### src/rtl/td4_run_ctrl.sv
// Run controller for the TD4 CPU: 16x8 program store, host load port, run/step/pause/abort
// sequencing, self-jump halt detection and an instruction-budget timeout.
module td4_run_ctrl #(
    parameter logic [7:0] MAX_CYCLES = 8'd255
) (
    input  logic       clk,
    input  logic       rst,
    input  logic [1:0] cmd,
    input  logic       cmd_valid,
    output logic       cmd_ready,
    input  logic       wr_en,
    input  logic [3:0] wr_addr,
    input  logic [7:0] wr_data,
    input  logic [3:0] cpu_addr,
    output logic [7:0] cpu_data,
    output logic       cpu_ena,
    output logic       cpu_rst_n,
    output logic [2:0] state,
    output logic       halted,
    output logic       timeout,
    output logic [7:0] cycle_cnt
);

    localparam logic [2:0] ST_LOAD  = 3'd0;
    localparam logic [2:0] ST_PAUSE = 3'd1;
    localparam logic [2:0] ST_RUN   = 3'd2;
    localparam logic [2:0] ST_STEP  = 3'd3;
    localparam logic [2:0] ST_HALT  = 3'd4;

    localparam logic [1:0] CMD_PAUSE = 2'b00;
    localparam logic [1:0] CMD_RUN   = 2'b01;
    localparam logic [1:0] CMD_STEP  = 2'b10;
    localparam logic [1:0] CMD_ABORT = 2'b11;

    logic [7:0] mem [16];

    logic [2:0] state_next;
    logic       halted_next;
    logic       timeout_next;
    logic [7:0] cnt_next;
    logic       take;
    logic       abort;
    logic       self_jump;
    logic       budget_hit;
    logic [8:0] cnt_inc;

    assign cpu_data  = mem[cpu_addr];
    assign cpu_ena   = (state == ST_RUN) || (state == ST_STEP);
    assign cpu_rst_n = (state != ST_LOAD);
    assign cmd_ready = (state != ST_STEP);

    assign take      = cmd_valid && cmd_ready;
    assign abort     = take && (cmd == CMD_ABORT);
    assign self_jump = cpu_ena && (cpu_data == {4'hF, cpu_addr});
    // 9-bit compare so a saturated counter never wraps into a false budget match
    assign cnt_inc    = {1'b0, cycle_cnt} + 9'd1;
    assign budget_hit = (MAX_CYCLES != 8'd0) && (state == ST_RUN)
                        && (cnt_inc == {1'b0, MAX_CYCLES});

    always_comb begin
        state_next   = state;
        halted_next  = halted;
        timeout_next = timeout;
        cnt_next     = cycle_cnt;

        if (cpu_ena && (cycle_cnt != 8'hFF)) begin
            cnt_next = cnt_inc[7:0];
        end

        if (abort) begin
            state_next   = ST_LOAD;
            halted_next  = 1'b0;
            timeout_next = 1'b0;
            cnt_next     = 8'd0;
        end else if (self_jump) begin
            state_next  = ST_HALT;
            halted_next = 1'b1;
        end else if (budget_hit) begin
            state_next   = ST_HALT;
            timeout_next = 1'b1;
        end else if (state == ST_STEP) begin
            state_next = ST_PAUSE;
        end else if (take) begin
            case (state)
                ST_LOAD, ST_PAUSE: begin
                    case (cmd)
                        CMD_RUN:   state_next = ST_RUN;
                        CMD_STEP:  state_next = ST_STEP;
                        CMD_PAUSE: state_next = ST_PAUSE;
                        default:   state_next = state;
                    endcase
                end
                ST_RUN: begin
                    if (cmd == CMD_PAUSE) begin
                        state_next = ST_PAUSE;
                    end
                end
                default: state_next = state;
            endcase
        end

        if ((state == ST_LOAD) && (state_next != ST_LOAD)) begin
            cnt_next = 8'd0;
        end
    end

    always_ff @(posedge clk) begin
        if (rst) begin
            state     <= ST_LOAD;
            halted    <= 1'b0;
            timeout   <= 1'b0;
            cycle_cnt <= 8'd0;
        end else begin
            state     <= state_next;
            halted    <= halted_next;
            timeout   <= timeout_next;
            cycle_cnt <= cnt_next;
        end
    end

    always_ff @(posedge clk) begin
        if (rst) begin
            for (int i = 0; i < 16; i++) begin
                mem[i] <= 8'h00;
            end
        end else if (wr_en && (state == ST_LOAD)) begin
            mem[wr_addr] <= wr_data;
        end
    end

endmodule

### config.mk
export PLATFORM = sky130hd
export DESIGN_NAME = td4_run_ctrl
export DESIGN_NICKNAME = d
export VERILOG_FILES = /design/src/rtl/td4_run_ctrl.sv
export SDC_FILE = /design/constraint.sdc
export NUM_CORES = 1
export LEC_CHECK = 0
export ABC_AREA = 1
export CORE_ASPECT_RATIO = 0.8
export CORE_MARGIN = 2
export CORE_UTILIZATION = 40
export DETAILED_ROUTE_END_ITERATION = 10
export SLEW_MARGIN = 20
export SYNTH_ARGS = -nofsm -noshare
export SYNTH_HDL_FRONTEND = slang
export SYNTH_SLANG_ARGS = --single-unit
### constraint.sdc
create_clock -name clk -period 5.55 [get_ports clk]
set_input_delay 0.555 -clock clk [delete_from_list [all_inputs] [get_ports clk]]
set_output_delay 0.555 -clock clk [all_outputs]
set_load 0.01 [all_outputs]
# == Word level (Yosys, flattened, before mapping) ==
# Memories as Yosys holds them, arrays and structs flattened.
# Cells that the tools add are included.
# W data, S select, Z words.
# word_totals
regBits,13
ramBits,128
input_bits,22
out_inout_bits,24
word_cells,50
n_memories,1
# mem_list
memory,depth,width,read_ports,rd_clocked_by_memory_dff,write_ports,line,source
mem,16,8,1,0,16,35,logic [7:0] mem [16];
# op_classes
addsub,1
eq_ne,10
muxes,16
bitwise_logic,1
n_reduce_logical,17
# op_table
operator,count
$mux W3,6
$add A8 B1 Y9 const B,1
$eq A9 B8 Y1 const B,1
$pmux W3 S3,1
$eq A8 B8 Y1,1
$mux W8,1
$ne A8 B8 Y1 const B,1
$reduce_or A8 Y1,1
$logic_and A1 B1 Y1,7
$eq A3 B2 Y1 const B,2
$mux W1,6
$pmux W3 S2,1
$reduce_bool A3 Y1,2
$eq A2 B2 Y1 const B,2
$mux W4,1
$reduce_or A2 Y1,2
$eq A3 B1 Y1 const B,1
$logic_not A3 Y1,1
$ne A3 B2 Y1 const B,1
$reduce_or A3 Y1,1
$eq A2 B1 Y1 const B,1
$logic_not A2 Y1,1
$reduce_and A2 Y1,1
$logic_or A1 B1 Y1,1
$not A1 Y1,1

# == Depth between registers and ports, before layout ==
# depth
ltp_word,11
mapped_depth,19
depth_no_buf,17

# == Worst setup path before layout ==
# OpenSTA, ideal clock, no wires.
# synth_timing
kind,in2reg
start,in cpu_addr[0]
end,reg cycle_cnt[7]
setup_time_ns,0.119
t_arrival_ns,2.044
required_time_ns,5.431
path_slack_ns,3.388
path_stages,17
n_path_buf,3
cell_sequence,buf_6 -> buf_6 -> buf_6 -> nand2_1 -> nand3_1 -> nand3_1 -> nand3_1 -> nand2_1 -> nand3_1 -> nor2_1 -> nand3_2 -> nand2_1 -> nand2_1 -> nand2_1 -> nand2_2 -> nand2_4 -> nor2_2
# synth_via
elab_chain_len,8
# synth_rtl
element,line,source
from (decl),14,"input logic [3:0] cpu_addr,"
$mem_v2 Z16 W8,-,
net cpu_data[6],15,"output logic [7:0] cpu_data,"
$eq A8 B8 Y1,54,"assign self_jump = cpu_ena && (cpu_data == {4'hF, cpu_addr});"
$logic_and A1 B1 Y1,54,
$mux W3,75,end else if (self_jump) begin
$mux W3,70,if (abort) begin
$reduce_bool A3 Y1,102,if ((state == ST_LOAD) && (state_next != ST_LOAD)) begin
$logic_and A1 B1 Y1,102,
$reduce_or A3 Y1 (no line),-,
to (signal assigned),117,cycle_cnt <= cnt_next;
to (decl),21,output logic [7:0] cycle_cnt
# The timed path passes the listed nets, and every way through them passes these cells.
# A chain may end at the register's enable or synchronous reset.

# == Worst setup path in the final report ==
# layout_timing
start,in cpu_addr[2]
end,out cpu_data[4]
# layout_via
elab_chain_len,1
# layout_rtl
element,line
$mem_v2 Z16 W8,-
to (decl),15
# Every way passes these cells.

==> impl_metrics.toml <==
[yosys]
ys_ff_latch = 141
yosys.area.top_type = "edfxtp_1"
yosysTopAreaCellShare_pct = 55.1
synth-xor-area-share_pct = 0.753
syn_area_um2 = 6970
synth_seq_area_share_pct = 58.8
yosysWarnings = 0
async_flop_share_pct = 0
synth_edf_count = 128
synth_top_family_by_area = "simple AND/OR/NAND/NOR gates"
avgSynthCellArea_um2 = 8.69
synth_mux_area_share_pct = 0
syn_nets = 831
synth_compound_area_share_pct = 3.41
netlist_instances = 803
ys.flop_type = "edfxtp_1"
yosys.area_share.simple_pct = 28.3
synthTopCellsByArea = "edfxtp_1 (55%), nand2_1 (11%), nor2_1 (9.7%)"
synthAdderAreaFrac_pct = 1.08
synth.most_common_cell = "nand2_1"
synth.distinct_cells = 30
synthTopCellsByCount = "nand2_1 (206), nor2_1 (181), edfxtp_1 (128), inv_1 (82), nand3_1 (77)"

[final_layout]
layout.nets = 863
area.sequential_um2 = 4100
drive_gt1_share_pct = 5.55
area_delta_synth_final_pct = 16.2
diodes = 0
fill_cells = 1697
final_util_pct = 47.1
multi_input_area_um2 = 2340

[clocking]
clkTransAtPathRegs_ns = 0.06
clk_latency_ns = 0.43
clock-sinks = 141
post_cts_resized = 0
cts_max_level = 4
post_cts_buffers = 0
cts_buffers = 17
cts_buffer_depth = 2
cts_tree = "done"
hold_buffers = 0
root_buffer = "clkbuf_16"

[sta]
finalClockSkew_ns = 0.00870
setup_tns_ns = 0
fin_crit_sh_pct = 70.1
worst_pin_slew_ns = 0.862
timing.final.hold_violations = 0
maxSlewHeadroom_pct = 42.5
max_freq_mhz = 257
finalMaxSlewViolations = 0
finalCriticalPeriod_ns = 3.89
setup_violations = 0
rsz0062_at_grt = "false"

[floorplanning]
dieArea_um2 = 18500
ios = 46
die_h_um = 122
num_rows = 43
die_w_um = 152
coreArea_um2 = 17200
start_util_pct = 40.5

[global_routing]
grt_pass1_vias = 5127
grt_pass1_wl_mm = 28.1
antenna_found_initial = 1
gr-total-overflow = 0
grt_max_degree = 64
track_usage_pct = 20.8

[routing]
wl_per_cell_um = 16.7
final_antenna_net_count = 0
vias_per_cell = 5.00
drc_errors = 0
wirelength_mm = 17.9
drt_iter0_drc = 347
vias = 5358
first_pass_iters = 5

[critical_path]
critPathKind = "in2out"
start_kind = "primary input"
worstPathArrival_ns = 3.33
worstPathCellList = "clkdlybuf4s50_1 > clkinv_1 > nand3_1 > nand3_1 > nand2_1 > clkdlybuf4s50_1"
slowest_stage = "clkdlybuf4s50_1"
r2r_end = "mem[10][7]"
reg2reg_depth = 5
critPathCaptureType = "output port"
crit_required_ns = 4.99
reg2reg_slack_ns = 2.65
cpPeakStageDelay_ns = 0.96
reg2reg_from = "state[0]"
crit_fanout = 18

[hold_path]
hold-path-cell-count = 2
hold_path_end = "halted"
hold_class = "reg2reg"
hp-start = "halted"

[pwr]
leakage_nw = 3.43
ir_drop_v = 0.000223
power_density_nw_per_um2 = 320

[place]
place_congestion = 0.811
hpwl_mm = 11.5
io_buffers = 45

[run_status]
status = "finished, final reports clean"

[run]
cap_violations = 0
## cell type report
cell class,count,share of cell area (%)
sequential,141,50.7
multi-input combinational,540,28.9
timing repair buffer,48,5.78
clock buffer,18,5.30
inverter,87,4.06
tap,225,3.47
clock inverter,13,1.85
## cells by family (layout without fill, tap and decap cells)
kind of cell	count (synthesis)	in the layout
compound gates	42	42
xor+xnor	6	6
fa+ha+maj	6	6
buf+inv	122	166
flops	141	141
simple gates	486	486
## power by group
| group | total [mW] | switching [mW] | internal (mW) |
|---|---|---|---|
| registers | 1.21 | 0.0128 | 1.20 |
| clock network | 1.13 | 0.436 | 0.697 |
| logic | 0.248 | 0.170 | 0.0782 |
## metal layers
metal	part of all wire (%)	wire, um	track usage, %	vias up
li1	-	-	-	2646
met1	47	8350	30.1	2519
met2	45	7980	30.5	167
met3	6.9	1230	5.17	26
met4	1.8	316	6.77	0
met5	0	0	0	-
## worst max-delay path by stage
stage / from / endpoint / depth (start not counted)
floorplan: cpu_addr[0] / cycle_cnt[7] / 17
global placement: cpu_addr[2] / cpu_data[4] / 6
detailed placement: cpu_addr[2] / cpu_data[3] / 6
CTS: cpu_addr[2] / cpu_data[4] / 6
global route: cpu_addr[2] / cpu_data[2] / 6
finish: cpu_addr[2] / cpu_data[4] / 6
## registers in the layout, summed over array words and instances (netlist names)
register   count
cycle_cnt      8
halted         1
mem          128
state          3
timeout        1
## critical path: cells and delay by family
kind                   cells  cell delay (ns)
AND/OR/NAND/NOR            3             0.56
buffers and inverters      3             2.22
## per-stage QoR
step	cells	power, mW	hold slack [ns]	cell area [um^2]	worst slack, ns
floorplan	803	1.38	0.473	6970	3.39
global placement	1041	1.48	0.458	7520	1.68
detailed placement	1041	1.48	0.450	7520	1.69
CTS	1072	2.60	0.469	8100	1.68
global route	1072	2.68	0.503	8100	1.42
finish	1072	2.59	0.469	8100	1.66
## cells in the final DEF, fill, tap and decap left out, types with 2 or more instances in the layout
| master | n |
|---|---|
| inv_1 | 82 |
| edfxtp_1 | 128 |
| dfxtp_1 | 13 |
| buf_4 | 3 |
| bufinv_16 | 3 |
| nor3_1 | 8 |
| o21ai_0 | 20 |
| clkbuf_16 | 17 |
| o211ai_1 | 4 |
| a21boi_0 | 2 |
| nand2_1 | 206 |
| clkinv_2 | 2 |
| clkinv_1 | 6 |
| clkdlybuf4s50_1 | 44 |
| ha_1 | 6 |
| clkinvlp_4 | 4 |
| xor2_1 | 5 |
| a21oi_1 | 8 |
| nand3_1 | 77 |
| nor2_2 | 10 |
| nor2_1 | 181 |
| o21ai_1 | 5 |
(Power assumes the default switching activity.)
